--- config.mk ---
export PLATFORM = sky130hd
export DESIGN_NAME = dram_rr_arbiter_flat
export DESIGN_NICKNAME = d
export VERILOG_FILES = /design/src/rtl/dram_rr_arbiter_if.sv /design/src/rtl/dram_rr_arbiter.sv /design/src/flat_wrapper.sv
export SDC_FILE = /design/constraint.sdc
export NUM_CORES = 1
export LEC_CHECK = 0
export BUFFER_PORTS_ARGS = -buffer_cell sky130_fd_sc_hd__buf_2
export CAP_MARGIN = 20
export CORE_MARGIN = 4
export CORE_UTILIZATION = 44
export DETAILED_ROUTE_END_ITERATION = 10
export PLACE_DENSITY = 0.88
export SLEW_MARGIN = 25
export SYNTH_ARGS = -nofsm -noshare
export SYNTH_HDL_FRONTEND = slang
export SYNTH_SLANG_ARGS = --single-unit
--- constraint.sdc ---
create_clock -name clk -period 2.3 [get_ports clk]
set_input_delay 0.115 -clock clk [delete_from_list [all_inputs] [get_ports clk]]
set_output_delay 0.115 -clock clk [all_outputs]
set_load 0.05 [all_outputs]
--- src/rtl/dram_rr_arbiter_if.sv ---
// Bundle of core-side and DRAM-side signals shared by the arbiter and its users.
interface dram_rr_arbiter_if #(
  parameter int unsigned N_CORES = 4,
  parameter int unsigned ADDR_W  = 16,
  parameter int unsigned DATA_W  = 16
);
  logic [N_CORES-1:0]        req;
  logic [N_CORES-1:0]        wr_en;
  logic [N_CORES*ADDR_W-1:0] addr;
  logic [N_CORES*DATA_W-1:0] wdata;
  logic [N_CORES-1:0]        core_done;
  logic [N_CORES-1:0]        grant;
  logic [N_CORES-1:0]        rvalid;
  logic [DATA_W-1:0]         rdata;
  logic [ADDR_W-1:0]         mem_addr;
  logic [DATA_W-1:0]         mem_wdata;
  logic                      mem_wrEn;
  logic [DATA_W-1:0]         mem_rdata;
  logic                      busy;
  logic                      all_done;

  // Arbiter side.
  modport slave (
    input  req, wr_en, addr, wdata, core_done, mem_rdata,
    output grant, rvalid, rdata, mem_addr, mem_wdata, mem_wrEn, busy, all_done
  );

  // Cores plus DRAM side.
  modport master (
    output req, wr_en, addr, wdata, core_done, mem_rdata,
    input  grant, rvalid, rdata, mem_addr, mem_wdata, mem_wrEn, busy, all_done
  );
endinterface

--- src/rtl/dram_rr_arbiter.sv ---
// Round-robin front end serialising single-word core reads/writes onto one DRAM port,
// returning read data to the requester and aggregating per-core done flags.
module dram_rr_arbiter #(
  parameter int unsigned N_CORES = 4,
  parameter int unsigned ADDR_W  = 16,
  parameter int unsigned DATA_W  = 16,
  parameter int unsigned RD_LAT  = 1
) (
  input  logic             clk,
  input  logic             rst,
  dram_rr_arbiter_if.slave bus
);
  localparam int unsigned IdxW = (N_CORES > 1) ? $clog2(N_CORES) : 1;
  localparam int unsigned CntW = (RD_LAT > 1) ? $clog2(RD_LAT) : 1;

  typedef enum logic [1:0] {StIdle, StIssue, StWait, StResp} state_e;

  state_e              state_q, state_d;
  logic [IdxW-1:0]     last_q, last_d;
  logic [IdxW-1:0]     sel_q, sel_d;
  logic [CntW-1:0]     cnt_q, cnt_d;
  logic [N_CORES-1:0]  grant_q, grant_d;
  logic [N_CORES-1:0]  rvalid_q, rvalid_d;
  logic [DATA_W-1:0]   rdata_q, rdata_d;
  logic [ADDR_W-1:0]   mem_addr_q, mem_addr_d;
  logic [DATA_W-1:0]   mem_wdata_q, mem_wdata_d;
  logic                mem_wr_en_q, mem_wr_en_d;
  logic [N_CORES-1:0]  done_mask_q, done_mask_d;
  logic                all_done_q, all_done_d;

  logic [IdxW-1:0]     scan_idx;
  logic [IdxW-1:0]     pick;
  logic                pick_vld;

  // Round-robin pick: offsets are scanned high-to-low so the nearest requester after
  // the last winner is the one left standing.
  always_comb begin
    scan_idx = '0;
    pick     = last_q;
    pick_vld = 1'b0;
    for (int k = int'(N_CORES); k >= 1; k--) begin
      scan_idx = IdxW'((32'(last_q) + 32'(k)) % N_CORES);
      if (bus.req[scan_idx]) begin
        pick     = scan_idx;
        pick_vld = 1'b1;
      end
    end
  end

  // State and registered outputs.
  always_ff @(posedge clk) begin
    if (rst) begin
      state_q     <= StIdle;
      last_q      <= IdxW'(N_CORES - 1);
      sel_q       <= '0;
      cnt_q       <= '0;
      grant_q     <= '0;
      rvalid_q    <= '0;
      rdata_q     <= '0;
      mem_addr_q  <= '0;
      mem_wdata_q <= '0;
      mem_wr_en_q <= 1'b0;
      done_mask_q <= '0;
      all_done_q  <= 1'b0;
    end else begin
      state_q     <= state_d;
      last_q      <= last_d;
      sel_q       <= sel_d;
      cnt_q       <= cnt_d;
      grant_q     <= grant_d;
      rvalid_q    <= rvalid_d;
      rdata_q     <= rdata_d;
      mem_addr_q  <= mem_addr_d;
      mem_wdata_q <= mem_wdata_d;
      mem_wr_en_q <= mem_wr_en_d;
      done_mask_q <= done_mask_d;
      all_done_q  <= all_done_d;
    end
  end

  // Next-state: transaction sequencing plus sticky done aggregation.
  always_comb begin
    state_d     = state_q;
    last_d      = last_q;
    sel_d       = sel_q;
    cnt_d       = cnt_q;
    grant_d     = '0;
    rvalid_d    = '0;
    rdata_d     = rdata_q;
    mem_addr_d  = mem_addr_q;
    mem_wdata_d = mem_wdata_q;
    mem_wr_en_d = 1'b0;
    done_mask_d = done_mask_q | bus.core_done;
    all_done_d  = &done_mask_q;
    unique case (state_q)
      StIdle: begin
        if (pick_vld) begin
          state_d        = StIssue;
          last_d         = pick;
          sel_d          = pick;
          grant_d[pick]  = 1'b1;
          mem_addr_d     = bus.addr[pick*ADDR_W +: ADDR_W];
          mem_wdata_d    = bus.wdata[pick*DATA_W +: DATA_W];
          mem_wr_en_d    = bus.wr_en[pick];
        end
      end
      StIssue: begin
        // mem_wr_en_q still carries the captured direction during the issue cycle.
        if (mem_wr_en_q) begin
          state_d = StIdle;
        end else begin
          state_d = StWait;
          cnt_d   = CntW'(RD_LAT - 1);
        end
      end
      StWait: begin
        if (cnt_q == '0) begin
          state_d         = StResp;
          rdata_d         = bus.mem_rdata;
          rvalid_d[sel_q] = 1'b1;
        end else begin
          cnt_d = cnt_q - CntW'(1);
        end
      end
      StResp: begin
        state_d = StIdle;
      end
      default: begin
        state_d = StIdle;
      end
    endcase
  end

  // Outputs: busy decodes directly from state, the rest come straight from flops.
  always_comb begin
    bus.busy = (state_q != StIdle);
  end

  assign bus.grant     = grant_q;
  assign bus.rvalid    = rvalid_q;
  assign bus.rdata     = rdata_q;
  assign bus.mem_addr  = mem_addr_q;
  assign bus.mem_wdata = mem_wdata_q;
  assign bus.mem_wrEn  = mem_wr_en_q;
  assign bus.all_done  = all_done_q;

endmodule
--- src/flat_wrapper.sv ---
// flat-port wrapper written by rule: the top's interface ports become plain ports
module dram_rr_arbiter_flat 
#(
  parameter int unsigned N_CORES = 4,
  parameter int unsigned ADDR_W  = 16,
  parameter int unsigned DATA_W  = 16,
  parameter int unsigned RD_LAT  = 1
)
  (clk, rst, bus_req, bus_wr_en, bus_addr, bus_wdata, bus_core_done, bus_mem_rdata, bus_grant, bus_rvalid, bus_rdata, bus_mem_addr, bus_mem_wdata, bus_mem_wrEn, bus_busy, bus_all_done);
  dram_rr_arbiter_if #(.N_CORES(N_CORES), .ADDR_W(ADDR_W), .DATA_W(DATA_W)) bus_i ();
  input  logic clk;
  input  logic rst;
  input wire logic [$bits(bus_i.req)-1:0] bus_req;
  input wire logic [$bits(bus_i.wr_en)-1:0] bus_wr_en;
  input wire logic [$bits(bus_i.addr)-1:0] bus_addr;
  input wire logic [$bits(bus_i.wdata)-1:0] bus_wdata;
  input wire logic [$bits(bus_i.core_done)-1:0] bus_core_done;
  input wire logic [$bits(bus_i.mem_rdata)-1:0] bus_mem_rdata;
  output wire logic [$bits(bus_i.grant)-1:0] bus_grant;
  output wire logic [$bits(bus_i.rvalid)-1:0] bus_rvalid;
  output wire logic [$bits(bus_i.rdata)-1:0] bus_rdata;
  output wire logic [$bits(bus_i.mem_addr)-1:0] bus_mem_addr;
  output wire logic [$bits(bus_i.mem_wdata)-1:0] bus_mem_wdata;
  output wire logic [$bits(bus_i.mem_wrEn)-1:0] bus_mem_wrEn;
  output wire logic [$bits(bus_i.busy)-1:0] bus_busy;
  output wire logic [$bits(bus_i.all_done)-1:0] bus_all_done;
  assign bus_i.req = bus_req;
  assign bus_i.wr_en = bus_wr_en;
  assign bus_i.addr = bus_addr;
  assign bus_i.wdata = bus_wdata;
  assign bus_i.core_done = bus_core_done;
  assign bus_i.mem_rdata = bus_mem_rdata;
  assign bus_grant = bus_i.grant;
  assign bus_rvalid = bus_i.rvalid;
  assign bus_rdata = bus_i.rdata;
  assign bus_mem_addr = bus_i.mem_addr;
  assign bus_mem_wdata = bus_i.mem_wdata;
  assign bus_mem_wrEn = bus_i.mem_wrEn;
  assign bus_busy = bus_i.busy;
  assign bus_all_done = bus_i.all_done;
  dram_rr_arbiter #(.N_CORES(N_CORES), .ADDR_W(ADDR_W), .DATA_W(DATA_W), .RD_LAT(RD_LAT)) u_core (.clk(clk), .rst(rst), .bus(bus_i));
endmodule
### Word-level counts from Yosys, hierarchy flattened

Cells that the tools add are included.

| operators by class | value |
|---|---|
| bitwise logic cells | 5 |
| add/sub/neg operators | 5 |
| shifts and indexed selects | 2 |
| magnitude comparators | 8 |
| reductions and logical operators | 12 |
| equal/unequal tests | 6 |
| muxes and demuxes | 29 |

Operators by type and width:

| kind | number |
|---|---|
| 64-bit by 7-bit variable part select with 16-bit output | 2 |
| 2-bit by 3-bit less-than comparator with 1-bit output, second input constant | 6 |
| 2-bit 2-to-1 mux | 7 |
| 1-bit 2-to-1 mux | 13 |
| 1-bit binary-select mux with 2-bit select | 5 |
| 2-bit case mux with 4 select lines | 1 |
| 2-bit AND reduction | 4 |
| 3-bit OR reduction | 2 |
| 2-bit by 1-bit adder with 2-bit output, second input constant | 2 |
| 2-bit adder, second input constant | 2 |
| 1-bit demux with 2-bit select | 2 |
| 2-bit == test, second input constant | 2 |
| 2-bit by 1-bit greater-or-equal comparator with 1-bit output, second input constant | 2 |
| 2-bit != test, second input constant | 2 |
| 1-bit inverter | 4 |
| 4-bit bitwise OR | 1 |
| 4-bit AND reduction | 1 |
| 2-bit nonzero test | 2 |
| 2-bit by 1-bit == test with 1-bit output, second input constant | 1 |
| 1-bit logical AND | 2 |
| 2-bit zero test | 1 |
| 2-bit by 1-bit != test with 1-bit output, second input constant | 1 |
| 1-bit case mux with 2 select lines | 1 |
| 1-bit subtractor, second input constant | 1 |

| word-level totals | value |
|---|---|
| word-level logic and storage cells | 79 |
| output and inout bits | 59 |
| input port bits | 158 |
| register bits after elaboration | 69 |

### Depth between registers and ports, before layout

| logic depth | value |
|---|---|
| depth after elaboration | 11 |
| depth in mapped cells | 8 |
| gate-level depth less buffers | 5 |

### Worst setup path before layout

Ideal clock, no wire load.

| timing | value |
|---|---|
| path type | reg2reg |
| from | register u_core.last_q[1] |
| to | register u_core.mem_addr_q[10] (netlist: u_core.bus.mem_addr[10]) |
| stages on the path, launching flop included | 8 |
| path slack | 613 ps |
| data required time | 2,165 ps |
| data arrival time | 1,552 ps |
| library setup time | 135 ps |
| period minus slack after synthesis | 1,687 ps |
| buffers on the path | 2 |
| cell sequence | dfxtp_1 -> buf_6 -> o21bai_1 -> a22o_1 -> a22o_4 -> buf_6 -> a221oi_2 -> a211oi_1 |

| on the way | value |
|---|---|
| cells in the longest elaborated chain, start to end | 8 |
| elaborated cells between the ends (all ways) | 22 |
| those cells by class | 4 x add/sub; 1 x shift; 16 x mux; 1 x reduce/logical |

RTL lines:

| what | line | RTL |
|---|---|---|
| start: declaration | dram_rr_arbiter.sv:19 | `logic [IdxW-1:0] last_q, last_d;` |
| start signal: assignment | dram_rr_arbiter.sv:54 | `last_q <= IdxW'(N_CORES - 1);` |
| start signal: assignment | dram_rr_arbiter.sv:67 | `last_q <= last_d;` |
| 2-bit by 1-bit adder with 2-bit output | dram_rr_arbiter.sv:42 | `scan_idx = IdxW'((32'(last_q) + 32'(k)) % N_CORES);` |
| 1-bit binary-select mux with 2-bit select | dram_rr_arbiter.sv:43 | `if (bus.req[scan_idx]) begin` |
| 1-bit 2-to-1 mux (not written as such) | dram_rr_arbiter.sv:43 |  |
| 2-bit 2-to-1 mux / 1-bit 2-to-1 mux (equally long branches) (4 in series) | dram_rr_arbiter.sv:43 |  |
| 64-bit by 7-bit variable part select with 16-bit output / 2-bit AND reduction (equally long branches) | -- |  |
| end signal: assignment | dram_rr_arbiter.sv:73 | `mem_addr_q <= mem_addr_d;` |
| end: declaration | dram_rr_arbiter.sv:25 | `logic [ADDR_W-1:0] mem_addr_q, mem_addr_d;` |

Several ways; a longest one is shown, not always the timed one. The select of a mux whose other input is x is not followed.
A chain may end at the register's enable or synchronous reset.

### Worst setup path after layout

| timing | value |
|---|---|
| from | register u_core.last_q[1] |
| to | register u_core.mem_addr_q[2] (netlist: u_core.bus.mem_addr[2]) |

Same word-level chain as after synthesis.

==> impl_summary.txt <==
----------------------------------------------------
[Global routing]
  Maximum number of pins on one net before global-route repair ... 66
  Via count of the first global-routing pass ... 3,955
  First-pass GRT wire length ... 18,500 µm
  Number of antenna violations at the first check in global routing ... 0
  Total global-route track usage ... 0.227
  Gr ovfl total ... 0

[Worst setup path]
  Critical Path AT ... 2.37 ns
  Reg-to-reg setup timing slack ... 0.17 ns
  CP Class ... reg -> reg
  Worst setup path endpoint ... u_core.bus.mem_addr[2]$_SDFFE_PP0P_
  Required time at the endpoint of the critical path ... 2.54 ns
  Reg-to-reg critical path endpoint ... u_core.bus.mem_addr[2]$_SDFFE_PP0P_
  Cell depth of the worst flop-to-flop path ... 6
  Startpoint of the worst setup timing path ... u_core.last_q[1]$_SDFFE_PP1P_
  Category of the worst setup path capture point ... flip-flop
  R2R Path Start ... u_core.last_q[1]$_SDFFE_PP1P_
  Worst Path Max Fanout ... 17
  Startpoint types ... flip-flop

[Timing]
  Max-slew violation count ... 0
  Final setup skew ... 0.00840 ns
  Final hold violations ... 0
  Portion of the clock cycle consumed by the worst path in the final layout ... 0.925
  Max Freq ... 470 MHz
  Final setup violation count ... 0
  Least setup slack across all paths after layout ... 0.172 ns
  Sum Neg Setup Slack ... 0 ns
  Pin slew with the least headroom to its limit ... 0.767 ns
  Unrepaired setup endpoints after global routing ... false
  Worst-case headroom to the max-slew limit ... 0.489
  Min cycle time layout ... 2.13 ns

[CTS]
  CTS HTree Levels ... 3
  TritonCTS clock tree ... yes
  Clock-pin transition on the worst setup and hold timing paths ... 0.07 ns
  Number of clock buffers inserted by TritonCTS ... 9
  Number of clock sinks seen by CTS ... 68
  Clock Root Buffer ... sky130_fd_sc_hd__clkbuf_8
  Maximum root-to-sink buffer count ... 2
  Clock latency of the later-clocked register in the worst-skew pair ... 0.33 ns

[Layout]
  Relative area change from synthesis to final layout ... 36.6%
  Fill count ... 718
  Share of cells above drive strength 1 ... 0.442
  Diode insertion count for antenna repair ... 0
  Total area of multi-input combinational cells ... 2110 µm²
  Number of nets in the layout ... 784
  Final cell count without fillers ... 736
  Post-Layout Inst Area ... 5070 µm²
  Register Area ... 1360 µm²

[Route]
  Router iterations before antenna repair ... 4
  Number of violations reported at the end of detailed-routing iteration 0 ... 123
  Count of vias placed by the detailed router ... 4,003
  Remaining DRCs ... 0
  Total Routed Length ... 11,800 µm
  Vias/cell ... 5.44
  Average wire per standard cell ... 16.1 µm
  Antenna-violating nets left ... 0

[Logic synthesis]
  Commonest register cell after synthesis ... sky130_fd_sc_hd__dfxtp_1
  Async SR Flop Fraction ... 0
  Number of enable flip-flop cells after synthesis ... 0
  Cell area after synthesis ... 3710 µm²
  Mean area per synthesized cell ... 8.57 µm²
  Synthesized netlist cell count ... 433
  Number of synthesized register bits ... 68
  Warning count from the yosys run ... 0
  Part of the Yosys area used for sequential elements ... 0.367
  Net Count, Synth ... 591
  Netlist cell types ... 43

[Die]
  Io pins ... 217
  Floorplan core area ... 8220 µm²
  Chip height ... 99.8 µm
  Die Wd ... 99.8 µm
  Standard-cell row count ... 33
  Overall die area ... 9960 µm²
  Initial cell density of the core ... 0.451

[Placed design]
  Placer congestion estimate ... 0.867
  Buffers added on ports ... 216
  Cell area after placement ... 4790 µm²
  Number of instances in the placed design ... 716
  Post-detail-place hpwl ... 8810 µm
  Setup slack at placement ... -0.0251 ns

[Worst hold path]
  Worst hold path class ... in -> reg
  Count of cells along the worst hold path ... 3

[Power and ir drop]
  Cell area power density ... 783 nW/µm²
  Leak ... 2.40 nW
  Maximum vdd drop ... 379 µV

[Outcome]
  Status ... complete, no violations

[Job]
  Number of maximum-capacitance violations ... 0

----------------------------------------------------
sequential cells by signal (all words and copies together), names as in the netlist, named ones only:
register              flops
u_core.bus.rdata         16
u_core.bus.grant          4
u_core.bus.mem_addr      16
u_core.sel_q              2
u_core.bus.all_done       1
u_core.bus.mem_wdata     16
u_core.bus.rvalid         4
u_core.last_q             2
u_core.done_mask_q        4
u_core.bus.mem_wrEn       1
u_core.state_q            1
layout by cell type, fill, tap and decap left out, types with 2 or more instances in the layout:
cell and count:
sky130_fd_sc_hd__a221oi_1 3, sky130_fd_sc_hd__nor4b_1 3, sky130_fd_sc_hd__and3_1 32, sky130_fd_sc_hd__o21ai_0 9
sky130_fd_sc_hd__clkinv_2 2, sky130_fd_sc_hd__a21boi_1 23, sky130_fd_sc_hd__clkinv_4 2, sky130_fd_sc_hd__a21boi_0 10
sky130_fd_sc_hd__clkbuf_8 10, sky130_fd_sc_hd__o21ai_1 26, sky130_fd_sc_hd__buf_4 4, sky130_fd_sc_hd__a211oi_1 34
sky130_fd_sc_hd__dlygate4sd3_1 4, sky130_fd_sc_hd__nor2b_1 5, sky130_fd_sc_hd__nand2b_1 3, sky130_fd_sc_hd__inv_1 2
sky130_fd_sc_hd__nor3_1 3, sky130_fd_sc_hd__nand2_1 39, sky130_fd_sc_hd__nor2_1 51, sky130_fd_sc_hd__bufinv_16 2
sky130_fd_sc_hd__buf_12 4, sky130_fd_sc_hd__dfxtp_1 68, sky130_fd_sc_hd__nand2b_2 2, sky130_fd_sc_hd__a221oi_2 29
sky130_fd_sc_hd__buf_2 216, sky130_fd_sc_hd__a21oi_1 24, sky130_fd_sc_hd__mux2i_1 2, sky130_fd_sc_hd__o21bai_1 2
where the power goes:
part           internal [W]  leakage (nW)  switching (W)
Combinational      0.000514          1.72       0.000983
Clock              0.000640         0.116       0.000442
Sequential          0.00131         0.560      0.0000823
Total               0.00246          2.40        0.00151
per-layer routing:
layer,share of wire,global-route usage
met1,0.39,0.273
met2,0.50,0.388
met3,0.092,0.0598
met4,0.020,0.0861
met5,0,0
cells in the mapped netlist, types with 2 or more instances:
library cell	number	area, µm²
sky130_fd_sc_hd__a211oi_1	34	255
sky130_fd_sc_hd__a21boi_0	10	75.1
sky130_fd_sc_hd__a21boi_1	23	173
sky130_fd_sc_hd__a21oi_1	24	120
sky130_fd_sc_hd__a221oi_1	3	26.3
sky130_fd_sc_hd__a221oi_2	29	435
sky130_fd_sc_hd__and3_1	32	200
sky130_fd_sc_hd__buf_2	11	55.1
sky130_fd_sc_hd__buf_4	5	37.5
sky130_fd_sc_hd__buf_6	7	78.8
sky130_fd_sc_hd__clkbuf_1	20	75.1
sky130_fd_sc_hd__clkbuf_2	2	10.0
sky130_fd_sc_hd__dfxtp_1	68	1360
sky130_fd_sc_hd__inv_1	2	7.51
sky130_fd_sc_hd__mux2i_1	2	20.0
sky130_fd_sc_hd__nand2_1	39	146
sky130_fd_sc_hd__nand2b_1	4	25.0
sky130_fd_sc_hd__nor2_1	51	191
sky130_fd_sc_hd__nor2b_1	5	31.3
sky130_fd_sc_hd__nor3_1	3	15.0
sky130_fd_sc_hd__nor4b_1	3	26.3
sky130_fd_sc_hd__o21ai_0	9	45.0
sky130_fd_sc_hd__o21ai_1	26	130
sky130_fd_sc_hd__o21bai_1	2	15.0
worst max-delay path, cell delays in order, from the launching register on:
cell                       delay, ns
sky130_fd_sc_hd__dfxtp_1        0.43
sky130_fd_sc_hd__nor3_2         0.27
sky130_fd_sc_hd__a21oi_1        0.10
sky130_fd_sc_hd__o21ai_4        0.63
sky130_fd_sc_hd__buf_12         0.26
sky130_fd_sc_hd__a221oi_1       0.09
sky130_fd_sc_hd__a211oi_1       0.24
layout make-up:
class,count,share of cell area
tap,105,0.0259
clock buffer,10,0.0272
sequential,68,0.269
timing repair buffer,228,0.243
inverter,3,0.00222
multi-input combinational,316,0.416
clock inverter,6,0.0173
worst min-delay path by stage:
stage / startpoint / to / slack (ns)
after floorplan: bus_core_done[0] / u_core.done_mask_q[0]$_SDFF_PP0_ / 0.24
after global placement: bus_core_done[1] / u_core.done_mask_q[1]$_SDFF_PP0_ / 0.33
after detailed placement: bus_core_done[0] / u_core.done_mask_q[0]$_SDFF_PP0_ / 0.33
after CTS: bus_mem_rdata[4] / u_core.bus.rdata[4]$_SDFFE_PP0P_ / 0.0004
after global routing: bus_mem_rdata[4] / u_core.bus.rdata[4]$_SDFFE_PP0P_ / 0.02
final: bus_mem_rdata[4] / u_core.bus.rdata[4]$_SDFFE_PP0P_ / 0.02
repair_timing:
item,CTS,global route
hold buffers,4,0
endpoints found under the hold margin,4,0
buffers inserted,0,0
endpoints found under the setup margin,4,0
resized for setup,1,0
through the flow:
stage          power [W]   util  hold slack [ns]
2_1_floorplan    0.00250      -            0.236
3_3_place_gp     0.00287  0.583            0.327
3_5_place_dp     0.00290  0.583            0.335
4_1_cts          0.00400  0.617         0.000445
5_1_grt          0.00418  0.617           0.0168
6_report         0.00397  0.617           0.0190
cell families (layout without fill, tap and decap cells):
logic type      after synthesis  after routing  synth area share
compound gates              169            169             0.367
buf+inv                      49            247            0.0732
simple gates                145            145             0.188
mux                           2              2           0.00540
flops                        68             68             0.367
Power figures use the tool's default switching activity.
